--- config.mk ---
export PLATFORM = sky130hd
export DESIGN_NAME = fetch_ctrl
export DESIGN_NICKNAME = d
export VERILOG_FILES = /design/src/rtl/fetch_pkg.sv /design/src/rtl/fetch_ctrl.sv
export SDC_FILE = /design/constraint.sdc
export NUM_CORES = 1
export LEC_CHECK = 0
export CAP_MARGIN = 20
export CORE_ASPECT_RATIO = 1.75
export CORE_MARGIN = 4
export CORE_UTILIZATION = 35
export CTS_CLUSTER_SIZE = 40
export DETAILED_ROUTE_END_ITERATION = 6
export GPL_TIMING_DRIVEN = 1
export SYNTH_ARGS = -nofsm -noshare
export SYNTH_HDL_FRONTEND = slang
export SYNTH_SLANG_ARGS = --single-unit
--- constraint.sdc ---
create_clock -name clk -period 5.3 [get_ports clk]
set_input_delay 1.06 -clock clk [delete_from_list [all_inputs] [get_ports clk]]
set_output_delay 1.06 -clock clk [all_outputs]
set_load 0.05 [all_outputs]
--- src/rtl/fetch_pkg.sv ---
// Shared types and constants for the instruction fetch controller.
package fetch_pkg;

  typedef enum logic [1:0] {
    IDLE  = 2'd0,
    FETCH = 2'd1,
    HOLD  = 2'd2,
    DROP  = 2'd3
  } fetch_state_t;

  localparam logic [31:0] RESET_VEC_DEFAULT = 32'hBFC00000;
  localparam logic [31:0] INSTR_BYTES       = 32'd4;

  // Redirect targets are forced onto a word boundary.
  function automatic logic [31:0] align_word(input logic [31:0] addr);
    return {addr[31:2], 2'b00};
  endfunction

endpackage

--- src/rtl/fetch_ctrl.sv ---
// Instruction fetch controller: one outstanding imem read, a single held
// instruction for decode, and redirect handling that drops in-flight data.
module fetch_ctrl
  import fetch_pkg::*;
#(
  parameter logic [31:0] RESET_VEC = RESET_VEC_DEFAULT
) (
  input  logic        clk,
  input  logic        rst,
  input  logic        stall_i,
  input  logic        redirect_valid,
  input  logic [31:0] redirect_pc,
  output logic        imem_req,
  output logic [31:0] imem_addr,
  input  logic        imem_ack,
  input  logic [31:0] imem_rdata,
  output logic        if_valid,
  output logic [31:0] if_instr,
  output logic [31:0] if_pc,
  output logic [31:0] if_pc4,
  output logic        misalign_err
);

  fetch_state_t state_reg, state_next;
  logic [31:0]  fetch_pc_reg, fetch_pc_next;
  logic [31:0]  addr_reg, addr_next;
  logic         valid_reg, valid_next;
  logic [31:0]  instr_reg, instr_next;
  logic [31:0]  pc_reg, pc_next;
  logic [31:0]  pc4_reg, pc4_next;
  logic         mis_reg, mis_next;
  logic [31:0]  target;

  always_ff @(posedge clk or posedge rst) begin
    if (rst) begin
      state_reg    <= IDLE;
      fetch_pc_reg <= RESET_VEC;
      addr_reg     <= RESET_VEC;
      valid_reg    <= 1'b0;
      instr_reg    <= '0;
      pc_reg       <= '0;
      pc4_reg      <= '0;
      mis_reg      <= 1'b0;
    end else begin
      state_reg    <= state_next;
      fetch_pc_reg <= fetch_pc_next;
      addr_reg     <= addr_next;
      valid_reg    <= valid_next;
      instr_reg    <= instr_next;
      pc_reg       <= pc_next;
      pc4_reg      <= pc4_next;
      mis_reg      <= mis_next;
    end
  end

  always_comb begin
    state_next    = state_reg;
    fetch_pc_next = fetch_pc_reg;
    addr_next     = addr_reg;
    valid_next    = valid_reg;
    instr_next    = instr_reg;
    pc_next       = pc_reg;
    pc4_next      = pc4_reg;
    target        = align_word(redirect_pc);
    mis_next      = redirect_valid && (redirect_pc[1:0] != 2'b00);
    imem_req      = 1'b0;

    case (state_reg)
      IDLE: begin
        if (redirect_valid) fetch_pc_next = target;
        state_next = FETCH;
      end
      FETCH: begin
        imem_req = 1'b1;
        if (redirect_valid) begin
          fetch_pc_next = target;
          state_next    = imem_ack ? FETCH : DROP;
        end else if (imem_ack) begin
          valid_next    = 1'b1;
          instr_next    = imem_rdata;
          pc_next       = fetch_pc_reg;
          pc4_next      = fetch_pc_reg + INSTR_BYTES;
          fetch_pc_next = fetch_pc_reg + INSTR_BYTES;
          state_next    = HOLD;
        end
      end
      HOLD: begin
        if (redirect_valid) begin
          valid_next    = 1'b0;
          fetch_pc_next = target;
          state_next    = FETCH;
        end else if (!stall_i) begin
          valid_next = 1'b0;
          state_next = FETCH;
        end
      end
      DROP: begin
        // Old request stays on the bus until acked; its data is discarded.
        imem_req = 1'b1;
        if (redirect_valid) fetch_pc_next = target;
        if (imem_ack) state_next = FETCH;
      end
      default: state_next = IDLE;
    endcase

    // The bus address only moves when a new request is launched.
    if (state_next == FETCH) addr_next = fetch_pc_next;
  end

  assign imem_addr    = addr_reg;
  assign if_valid     = valid_reg;
  assign if_instr     = instr_reg;
  assign if_pc        = pc_reg;
  assign if_pc4       = pc4_reg;
  assign misalign_err = mis_reg;

endmodule

# Word level (Yosys, flattened, before mapping)
# Index checks and enable logic that the tools add are counted.
# classes
reduce_logical	8
eq_ne	7
addsub	1
bitwise_logic	1
mux	17
# op_table
cell	n
two-way mux 32 bit	3
one-hot mux 32 bit (2 select lines)	1
adder 32 x 3 -> 32 bit (second input constant)	1
two-way mux 2 bit	6
one-hot mux 2 bit (4 select lines)	1
two-way mux 1 bit	5
equality test 2 x 1 -> 1 bit (second input constant)	2
equality test 2 bit (second input constant)	2
inequality test 2 bit (second input constant)	2
AND reduction 4 bit	1
nonzero test 2 bit	2
inequality test 3 bit (second input constant)	1
AND reduction 3 bit	1
OR reduction 3 bit	1
logical NOT 2 bit	1
one-hot mux 1 bit (2 select lines)	1
OR reduction 2 bit	1
logical AND 1 bit	1
NOT 1 bit	1
# totals
input_bits	69
regBits	164

# Depth between registers and ports, before layout
# logic_depth
ltp_word	4
depth_mapped	7
ltp_nobuf	6

# Worst setup path before layout
# Ideal clock, no wire load.
# synth_path
path_kind	input port to flip-flop
startpoint	input redirect_valid
endpoint	register addr_reg[30], in the netlist imem_addr[30]
path_slack_ns	2.773
t_required_ns	5.174
stages	5
path_buffers	2
arrival_ns	2.401
setup_ns	0.126
path_cell_list	clkbuf_1 -> o211ai_1 -> nand2_1 -> clkbuf_1 -> a221o_1
# synth_between
elab_chain_cells	3
elab_cells_between_ends	7
# synth_rtl
element	line_no	rtl
from (decl)	fetch_ctrl.sv:11	input logic redirect_valid,
two-way mux 2 bit, on equally long branches	fetch_ctrl.sv:88, fetch_ctrl.sv:75	
one-hot mux 2 bit (4 select lines)	fetch_ctrl.sv:68	case (state_reg)
equality test 2 x 1 -> 1 bit	fetch_ctrl.sv:107	if (state_next == FETCH) addr_next = fetch_pc_next;
to (signal assigned)	fetch_ctrl.sv:47	addr_reg <= addr_next;
to (decl)	fetch_ctrl.sv:26	logic [31:0] addr_reg, addr_next;
# Parallel ways exist; a longest one is shown, timed or not.
# A chain may end at the register's enable or synchronous reset.

# Worst setup path after layout
# layout_path
startpoint	input imem_ack
endpoint	register addr_reg[11], in the netlist imem_addr[11]
# layout_between
elab_cells_between_ends	9
# layout_lines
element	line_no	rtl
from (decl)	fetch_ctrl.sv:15	input logic imem_ack,
two-way mux 32 bit	fetch_ctrl.sv:78	end else if (imem_ack) begin
two-way mux 32 bit	fetch_ctrl.sv:75	if (redirect_valid) begin
one-hot mux 32 bit (2 select lines)	fetch_ctrl.sv:68	
via fetch_pc_next[11]	fetch_ctrl.sv:25	logic [31:0] fetch_pc_reg, fetch_pc_next;
# The timed path passes the listed nets, and every way through them passes these cells.

==> out/metrics.cfg <==
[floorplan]
std_cell_rows=69
start_util_pct=35.8
die_area_mm2=0.0233
io_pins=200
design.core.area_mm2=0.0204
die_h_um=199
die_w_um=117

[synthesis]
synth-seq-cells=162
syn_inst=767
synth.distinct_cells=46
netlist_area_mm2=0.00729
syn_nets=837
ys_warn_count=0
synth_edf_count=0
avgSynthCellArea_um2=9.50
synth-async-reset-ratio_pct=100
ys_seq_area_share_pct=56.0
synth_ff_type=dfrtp_1

[placement]
gp_congestion=0.773
portBuffers=199
dp_hpwl_mm=15.6
placedCellCount=1162

[sta]
period_share_pct=59.8
fmax_ghz=0.316
hold_viol=0
tightestPinTransition_ps=1020
setup_violations=0
fin_skew_ps=10.2
tns_ps=0
rsz0062_at_grt=false
fin_hold_ws_ps=469
maxSlewViolCount=0
max_slew_margin_pct=31.7
fin_crit_ps=3170

[worst_hold_path]
min_to=if_pc[1]$_DFFE_PP0P_
hold_depth=2
hp-class=reg2reg
hp-start=fetch_pc_reg[1]$_DFF_PP0_

[global_route]
grt_max_degree=105
grt_pass1_wl_mm=34.1
grt_pass1_vias=6041
antenna_found_initial=0
overflow=0
grt_usage_pct=19.4

[pwr]
peakVddDrop_mv=0.237
p_total_mw=4.76
p_leak_nw=4.35
power-per-cell-area_mw_per_mm2=477

[drt]
wl_mm=22.1
vias=5907
first_pass_iters=4
drt_iter0_markers=288
drcViolationCount=0
avgRoutedWirePerCell_um=18.5
antenna_left=0
vias_per_cell=4.95

[clock_tree]
clock_path_buffers=2
cts_resized=0
clockRootBuffer=clkbuf_16
path_clk_slew_ps=70
clock-sinks=162
htreeDepth=4
cts_tree=built
post_cts_buffers=0
cts_made_buffers=17
postCtsHoldBufs=0
clock_latency_ps=430

[layout]
finalNonFillerCells=1194
diodes=0
fill_cells=1936
fin_nets=1003
drive_gt1_share_pct=10.5
layout_common_cells=259 x nand2_1, 198 x clkdlybuf4s50_1, 144 x dfrtp_1, 52 x o21ai_0, 31 x xnor2_1
layout_commonest_cell=nand2_1
syn2layout_area_growth_pct=37.2

[critical_path]
crit_path_top_delay_cell=nor4_1
cp-end-kind=register
path_cells=clkdlybuf4s50_1, nand3b_1, nor4_1, xnor2_1, o21ai_0, mux2_2
rrSetupSlack_ps=2790
worstRegToRegCells=5
cp.arrival_ps=3480
required_ps=5610
cp-start-kind=primary input
crit_type=in2reg
r2r_end=imem_addr[11]$_DFFE_PP0N_
cp_max_fo=12
crit_path_max_incr_delay_ps=770
rr_startpoint=state_reg[1]$_DFF_PP0_
startpoint=imem_ack

[status]
outcome=complete, no violations

[flow_run]
maxCapViolCount=0

-- layer usage --
metal / up-vias / share of wire [%] / global-route usage (%)
met5: - / 0 / 0
met4: 0 / 2.3 / 7.27
met3: 29 / 4.5 / 4.66
met2: 150 / 55 / 34.3
met1: 2872 / 39 / 22.3
li1: 2856 / - / -
-- cells by family (layout without fill, tap and decap cells) --
kind of cell             Yosys count  after routing  synth area share (%)
buffers and inverters             67            246                  4.07
AND/OR/NAND/NOR                  372            372                  22.6
adder cells (fa/ha/maj)            1              1                 0.172
flip-flops                       162            162                  56.0
AO/OA/AOI/OAI                     86             86                  6.87
XOR/XNOR                          53             53                  6.37
multiplexers                      26             26                  4.00
-- cells in the mapped netlist (all sizes together), types with 16 or more instances --
library cell / n / share of area, %
buf: 22 / 1.8
clkbuf: 40 / 2.1
dfrtp: 144 / 49
dfstp: 18 / 6.5
mux2: 25 / 3.9
nand2: 261 / 13
nand4: 17 / 1.5
nor2: 30 / 1.6
nor3: 16 / 1.2
o21ai: 57 / 3.9
xnor2: 31 / 3.7
xor2: 22 / 2.6
-- power by group --
part           total [mW]  internal (mW)  switching, mW  leakage (nW)
Clock                1.22          0.681          0.540         0.290
Combinational        1.83          0.596           1.24          2.09
Sequential           1.71           1.51          0.198          1.97
Total                4.76           2.79           1.97          4.35
-- worst max path at each step --
stage / cells after the start / slack (ps) / end
after floorplan: 1 / 2200 / fetch_pc_reg[0]$_DFF_PP0_
after global routing: 6 / 2000 / if_pc[0]$_DFFE_PP0P_
final: 6 / 2130 / imem_addr[11]$_DFFE_PP0N_
after CTS: 6 / 2140 / imem_addr[11]$_DFFE_PP0N_
after global placement: 6 / 1690 / imem_addr[11]$_DFFE_PP0N_
after detailed placement: 6 / 1680 / imem_addr[11]$_DFFE_PP0N_
-- through the flow --
| step | utilization [%] | area [um2] | setup WS [ps] |
|---|---|---|---|
| finish | 49.0 | 9990 | 2130 |
| CTS | 49.0 | 9990 | 2140 |
| global route | 49.0 | 9990 | 2000 |
| floorplan | - | 7290 | 2200 |
| global placement | 46.2 | 9410 | 1690 |
| detailed placement | 46.2 | 9410 | 1680 |
-- critical path, delay by kind of cell --
family / cells / cell delay (ps)
compound gates: 1 / 110
xor+xnor: 1 / 190
buf+inv: 1 / 520
mux: 1 / 290
simple gates: 2 / 1310
-- area by class of cell --
| class | instances | area [um2] | share of cell area (%) |
|---|---|---|---|
| clock buffers | 19 | 453 | 4.53 |
| clock inverters | 13 | 126 | 1.26 |
| inverters | 5 | 22.5 | 0.225 |
| multi-input cells | 538 | 2930 | 29.3 |
| flip-flops and latches | 162 | 4080 | 40.8 |
| well taps | 248 | 310 | 3.11 |
| repair buffers | 209 | 2070 | 20.8 |
No activity file was read; power rests on OpenSTA's default activity.
==> edit 1, RTL diff (config.mk and constraints unchanged) <==
Make the reset (`rst`) synchronous in one clocked block.
--- a/src/rtl/fetch_ctrl.sv
+++ b/src/rtl/fetch_ctrl.sv
@@ -32,5 +32,5 @@
   logic [31:0]  target;
 
-  always_ff @(posedge clk or posedge rst) begin
+  always_ff @(posedge clk) begin
     if (rst) begin
       state_reg    <= IDLE;
Check against the original RTL: differs if rst is asserted again (counterexample within 4 cycles, from zero or initial values and one cycle with rst high); with rst held inactive, the same outputs for 4 cycles.
==> edit 1 against the unedited design <==
Area after synthesis is 6.2% lower. Sequential cell count did not move. Highest routed layer unchanged. Synthesized cell count rose by 8.2%. Largest cell class is now multi-input gates. Final area is 5.1% lower. Register-to-register slack got worse by 340 ps. Worst setup slack worse by 360 ps. Wire length is 0.85% lower. Non-clock buffer count is the same. Clock skew up 1.1 ps.
Power is not compared: it rests on default switching activity, and its combinational part moved more than twofold at a synthesized area within 25%.
==> edit 1: results (changes against the unedited design) <==
post-place setup slack -> 1385 ps (-297.9 ps)
mux cell area share after synthesis -> 0.009156 (-0.03086)
met1 GRT Util -> 0.2333 (+0.009885)
Nets -> 1,052 (+4.9%)
met3 track demand over resource -> 0.04299 (-0.003588)
fillers -> 1,887 (-2.5%)
first-pass GRT wire length -> 33,750 microns (-1.2%)
outcome -> completed
Post-Synth Adder-Cell Area -> 0.001831 (+0.0001138)
skew final -> 11.31 ps (+1.066 ps)
GR Util met2 -> 0.3509 (+0.007419)
GRT Util Overall -> 0.1986 (+0.004518)
reg-to-reg slack, setup -> 2450 ps (-340 ps)
Cells after DPL -> 1,204 (+3.6%)
Max FO, Critical Path -> 21 (+9)
DP HPWL -> 15,860 microns (+1.7%)
met1 WL -> 8846 microns (+3.5%)
share of layout cells above drive strength 1 -> 0.05539 (-0.04926)
Reg-to-Reg Start -> state_reg[0]
worst slew pin tran -> 1057 ps (+41.42 ps)
largest net degree at the start of global routing -> 106 (+0.95%)
Starting DRT DRC Count -> 477 (+66%)
drt pass-1 iters -> 5 (+1)
met2 WL -> 11,500 microns (-4.7%)
number of distinct library cells after synthesis -> 57 (+24%)
complex-gate fraction of the synthesized area -> 0.1580 (+0.08934)
Total Wirelength -> 21,940 microns (-0.85%)
nonclk inv count -> 4 (-1)
Placer Congestion -> 0.8558 (+11%)
fraction of area in multi-input gates -> 0.3462 (+0.05295)
Data buffer area share -> 0.2172 (+0.009649)
R2R Path End -> imem_addr[15]
Synth Flop Type -> dfxtp_1
synthesized instance count -> 830 (+8.2%)
post-synthesis sequential area ratio -> 0.4746 (-0.08487)
==> edit 1: cell types whose count changed in the layout (fill, tap and decap cells not counted), moves of 11 or more <==
cell	unedited run	this run
dfstp_2	18	0
dfxtp_1	0	162
xnor2_1	31	15
mux2_2	23	2
dfrtp_1	144	0
nand3_1	9	30
nand2_1	259	162
o21ai_0	52	22
nor3_1	14	29
and3_1	12	1
nor2_1	28	60
a21oi_1	10	81
a211oi_1	2	23
nor2b_1	2	14
==> edit 1: worst min-delay path by stage <==
| stage | endpoint | from | slack (ps) |
|---|---|---|---|
| after floorplan | if_pc[0] | fetch_pc_reg[0] | 440 |
| after global placement | if_pc[19] | if_pc[19] | 440 |
| after detailed placement | if_pc[11] | if_pc[11] | 450 |
| after CTS | if_pc[11] | if_pc[11] | 450 |
| after global routing | if_instr[17] | if_instr[17] | 470 |
| final | if_instr[18] | if_instr[18] | 450 |
==> edit 1: through the flow <==
stage,util,area [sq um]
2_1_floorplan,-,6833
3_3_place_gp,0.4637,8901
3_5_place_dp,0.4637,8901
4_1_cts,0.4938,9480
5_1_grt,0.4938,9480
6_report,0.4938,9480
==> edit 1: power groups by stage <==
stage / sequential, W / combinational, W / clock [W]
4_1_cts: 0.00135 / 0.000542 / 0.00125
5_1_grt: 0.00136 / 0.000574 / 0.00129
2_1_floorplan: 0.00151 / 0.000188 / 0
3_3_place_gp: 0.00138 / 0.000537 / 0
3_5_place_dp: 0.00138 / 0.000540 / 0
6_report: 0.00135 / 0.000537 / 0.00122
==> edit 1: cells by family (layout without fill, tap and decap cells) <==
family,after synthesis,after routing
compound gates,173,173
mux,6,6
simple gates,374,374
fa+ha+maj,1,1
flops,162,162
xor+xnor,34,34
buf+inv,80,243
==> edit 2, RTL diff (same settings) <==
Without the edit above. Encoding of `fetch_state_t`: now one-hot (4 bits for 4 states).
--- a/src/rtl/fetch_pkg.sv
+++ b/src/rtl/fetch_pkg.sv
@@ -2,9 +2,9 @@
 package fetch_pkg;
 
-  typedef enum logic [1:0] {
-    IDLE  = 2'd0,
-    FETCH = 2'd1,
-    HOLD  = 2'd2,
-    DROP  = 2'd3
+  typedef enum logic [3:0] {
+    IDLE  = 4'b0001,
+    FETCH = 4'b0010,
+    HOLD  = 4'b0100,
+    DROP  = 4'b1000
   } fetch_state_t;
 
Function: no difference found for any inputs over 4 cycles, from zero or initial values and one cycle with rst high; so few cycles prove little.
==> edit 2 against the unedited design <==
Final area is 6.7% higher. Worst setup slack got worse by 270 ps. Sequential cell count rose by 2. Critical path depth increased by 2. Register-to-register slack lost 210 ps. Wire length grew 17%. Synthesized cell count is 12% higher. Fmax is 7.8% lower. Count of clock-buffer cells in the layout increased by 1. Die area grew 7.4%. Sequential share of layout area shrank 2.1 points. Area after synthesis rose by 7.8%. Critical path type unchanged. Largest cell class unchanged. Highest routed layer unchanged.
Power is not compared: it rests on default switching activity, and its combinational part moved more than twofold at a synthesized area within 25%.
==> edit 2: results (changes against the unedited design) <==
drt pass-1 iters -> 5 (+1)
Total Wirelength -> 25,810 microns (+17%)
yosys warns -> 0 (unchanged)
outcome -> completed
synthesized instance count -> 862 (+12%)
Worst Hold Class -> flip-flop to flip-flop
skew final -> 10.94 ps (+0.6917 ps)
worst slew pin tran -> 942.3 ps (-73.03 ps)
fillers -> 2,128 (+9.9%)
Placer Congestion -> 0.8981 (+16%)
share of layout cells above drive strength 1 -> 0.09126 (-0.01339)
Pleak -> 4.576 nW
max-cap viol count -> 0 (unchanged)
number of distinct library cells after synthesis -> 62 (+35%)
Syn Nets -> 932 (+11%)
Max FO, Critical Path -> 30 (+18)
vias per cell -> 5.128 (+3.7%)
initial antenna violation count -> 0 (unchanged)
WP data arrival -> 3800 ps (+320 ps)
post-synthesis sequential area ratio -> 0.5254 (-0.03410)
first-pass GRT wire length -> 39,960 microns (+17%)
Starting DRT DRC Count -> 461 (+60%)
vias in the first global route -> 6,999 (+16%)
Nets -> 1,098 (+9.5%)
post-place setup slack -> 1441 ps (-241.7 ps)
GRT Util Overall -> 0.2083 (+0.01422)
DP HPWL -> 18,770 microns (+20%)
Via Count -> 6,856 (+16%)
commonest cells in the netlist -> nand2_1, dfrtp_1, o21ai_0
total CTS buffers -> 17 (unchanged)
Synth Flop Type -> dfrtp_1
clk_lat worst skew -> 420 ps
largest net degree at the start of global routing -> 165 (+57%)
Area contributors post-synth -> dfrtp_1, nand2_1, dfstp_2
Cells after DPL -> 1,305 (+12%)
## edit 2: changes by cell type in the layout (fill, tap and decap cells not counted), sizes merged, moves of 7 or more
cell and delta:
o311ai +8, xnor2 -8, a21oi +12, xor2 -11, o211ai +8, nand3 +20, a31oi +19, inv +10
nor3 +13, o21ai -8, mux2 -12, nand2 -7
## edit 2: logic make-up (layout without fill, tap and decap cells)
family	count (synthesis)	count (layout)	synth area share
muxes	19	19	0.02628
DFF	164	164	0.5254
buffers and inverters	86	265	0.04889
and+or+nand+nor	410	410	0.2375
adders and majority gates	1	1	0.001592
AOI/OAI and AO/OA	148	148	0.1225
xor gates and xnor gates	34	34	0.03790
## edit 2: per-layer routing
metal / GRT usage / share of wire
met3: 0.02464 / 0.036
met1: 0.2384 / 0.38
met4: 0.1062 / 0.043
met2: 0.3784 / 0.54
met5: 0 / 0
## edit 2: worst max-delay path, stage by stage
cell and delay (ps):
clkdlybuf4s50_1 740, inv_1 150, buf_4 270, nand2_1 400, nor2_4 550, buf_4 420, nand2_1 110, nand2_1 70
## edit 2: metrics by stage
stage	area (sq um)	utilization	hold slack [ps]
final	10670	0.4833	464.9
after global routing	10670	0.4833	485.6
after CTS	10670	0.4833	470.7
after detailed placement	10070	0.4561	458.7
after global placement	10070	0.4561	453.0
after floorplan	7860	-	430.4
## edit 2: final cells by class
class | instances | area share
clock inverter | 12 | 0.01443
inverter | 17 | 0.006334
sequential | 164 | 0.3869
tap | 296 | 0.03472
clock buffer | 20 | 0.04187
multi-input combinational | 612 | 0.3159
timing repair buffer | 216 | 0.1999
## edit 2: worst paths after layout
check / slack (ps) / start / cells after the start / to
max in group asynchronous: 3360 / rst / 3 / fetch_pc_reg[17]
setup reg to reg: 2580 / state_reg[3] / 7 / if_instr[15]
hold / removal: 460 / fetch_pc_reg[1] / 2 / if_pc[1]
hold reg to reg: 460 / fetch_pc_reg[1] / 2 / if_pc[1]
min in group asynchronous: 1200 / rst / 3 / if_instr[21]
setup / recovery: 1860 / redirect_valid / 8 / if_instr[15]
## edit 2: power breakdown
part | switching (W) | internal [W] | total [W]
logic | 0.00283 | 0.00142 | 0.00425
registers | 0.000564 | 0.00187 | 0.00244
clock network | 0.000528 | 0.000756 | 0.00128
total | 0.00392 | 0.00405 | 0.00797
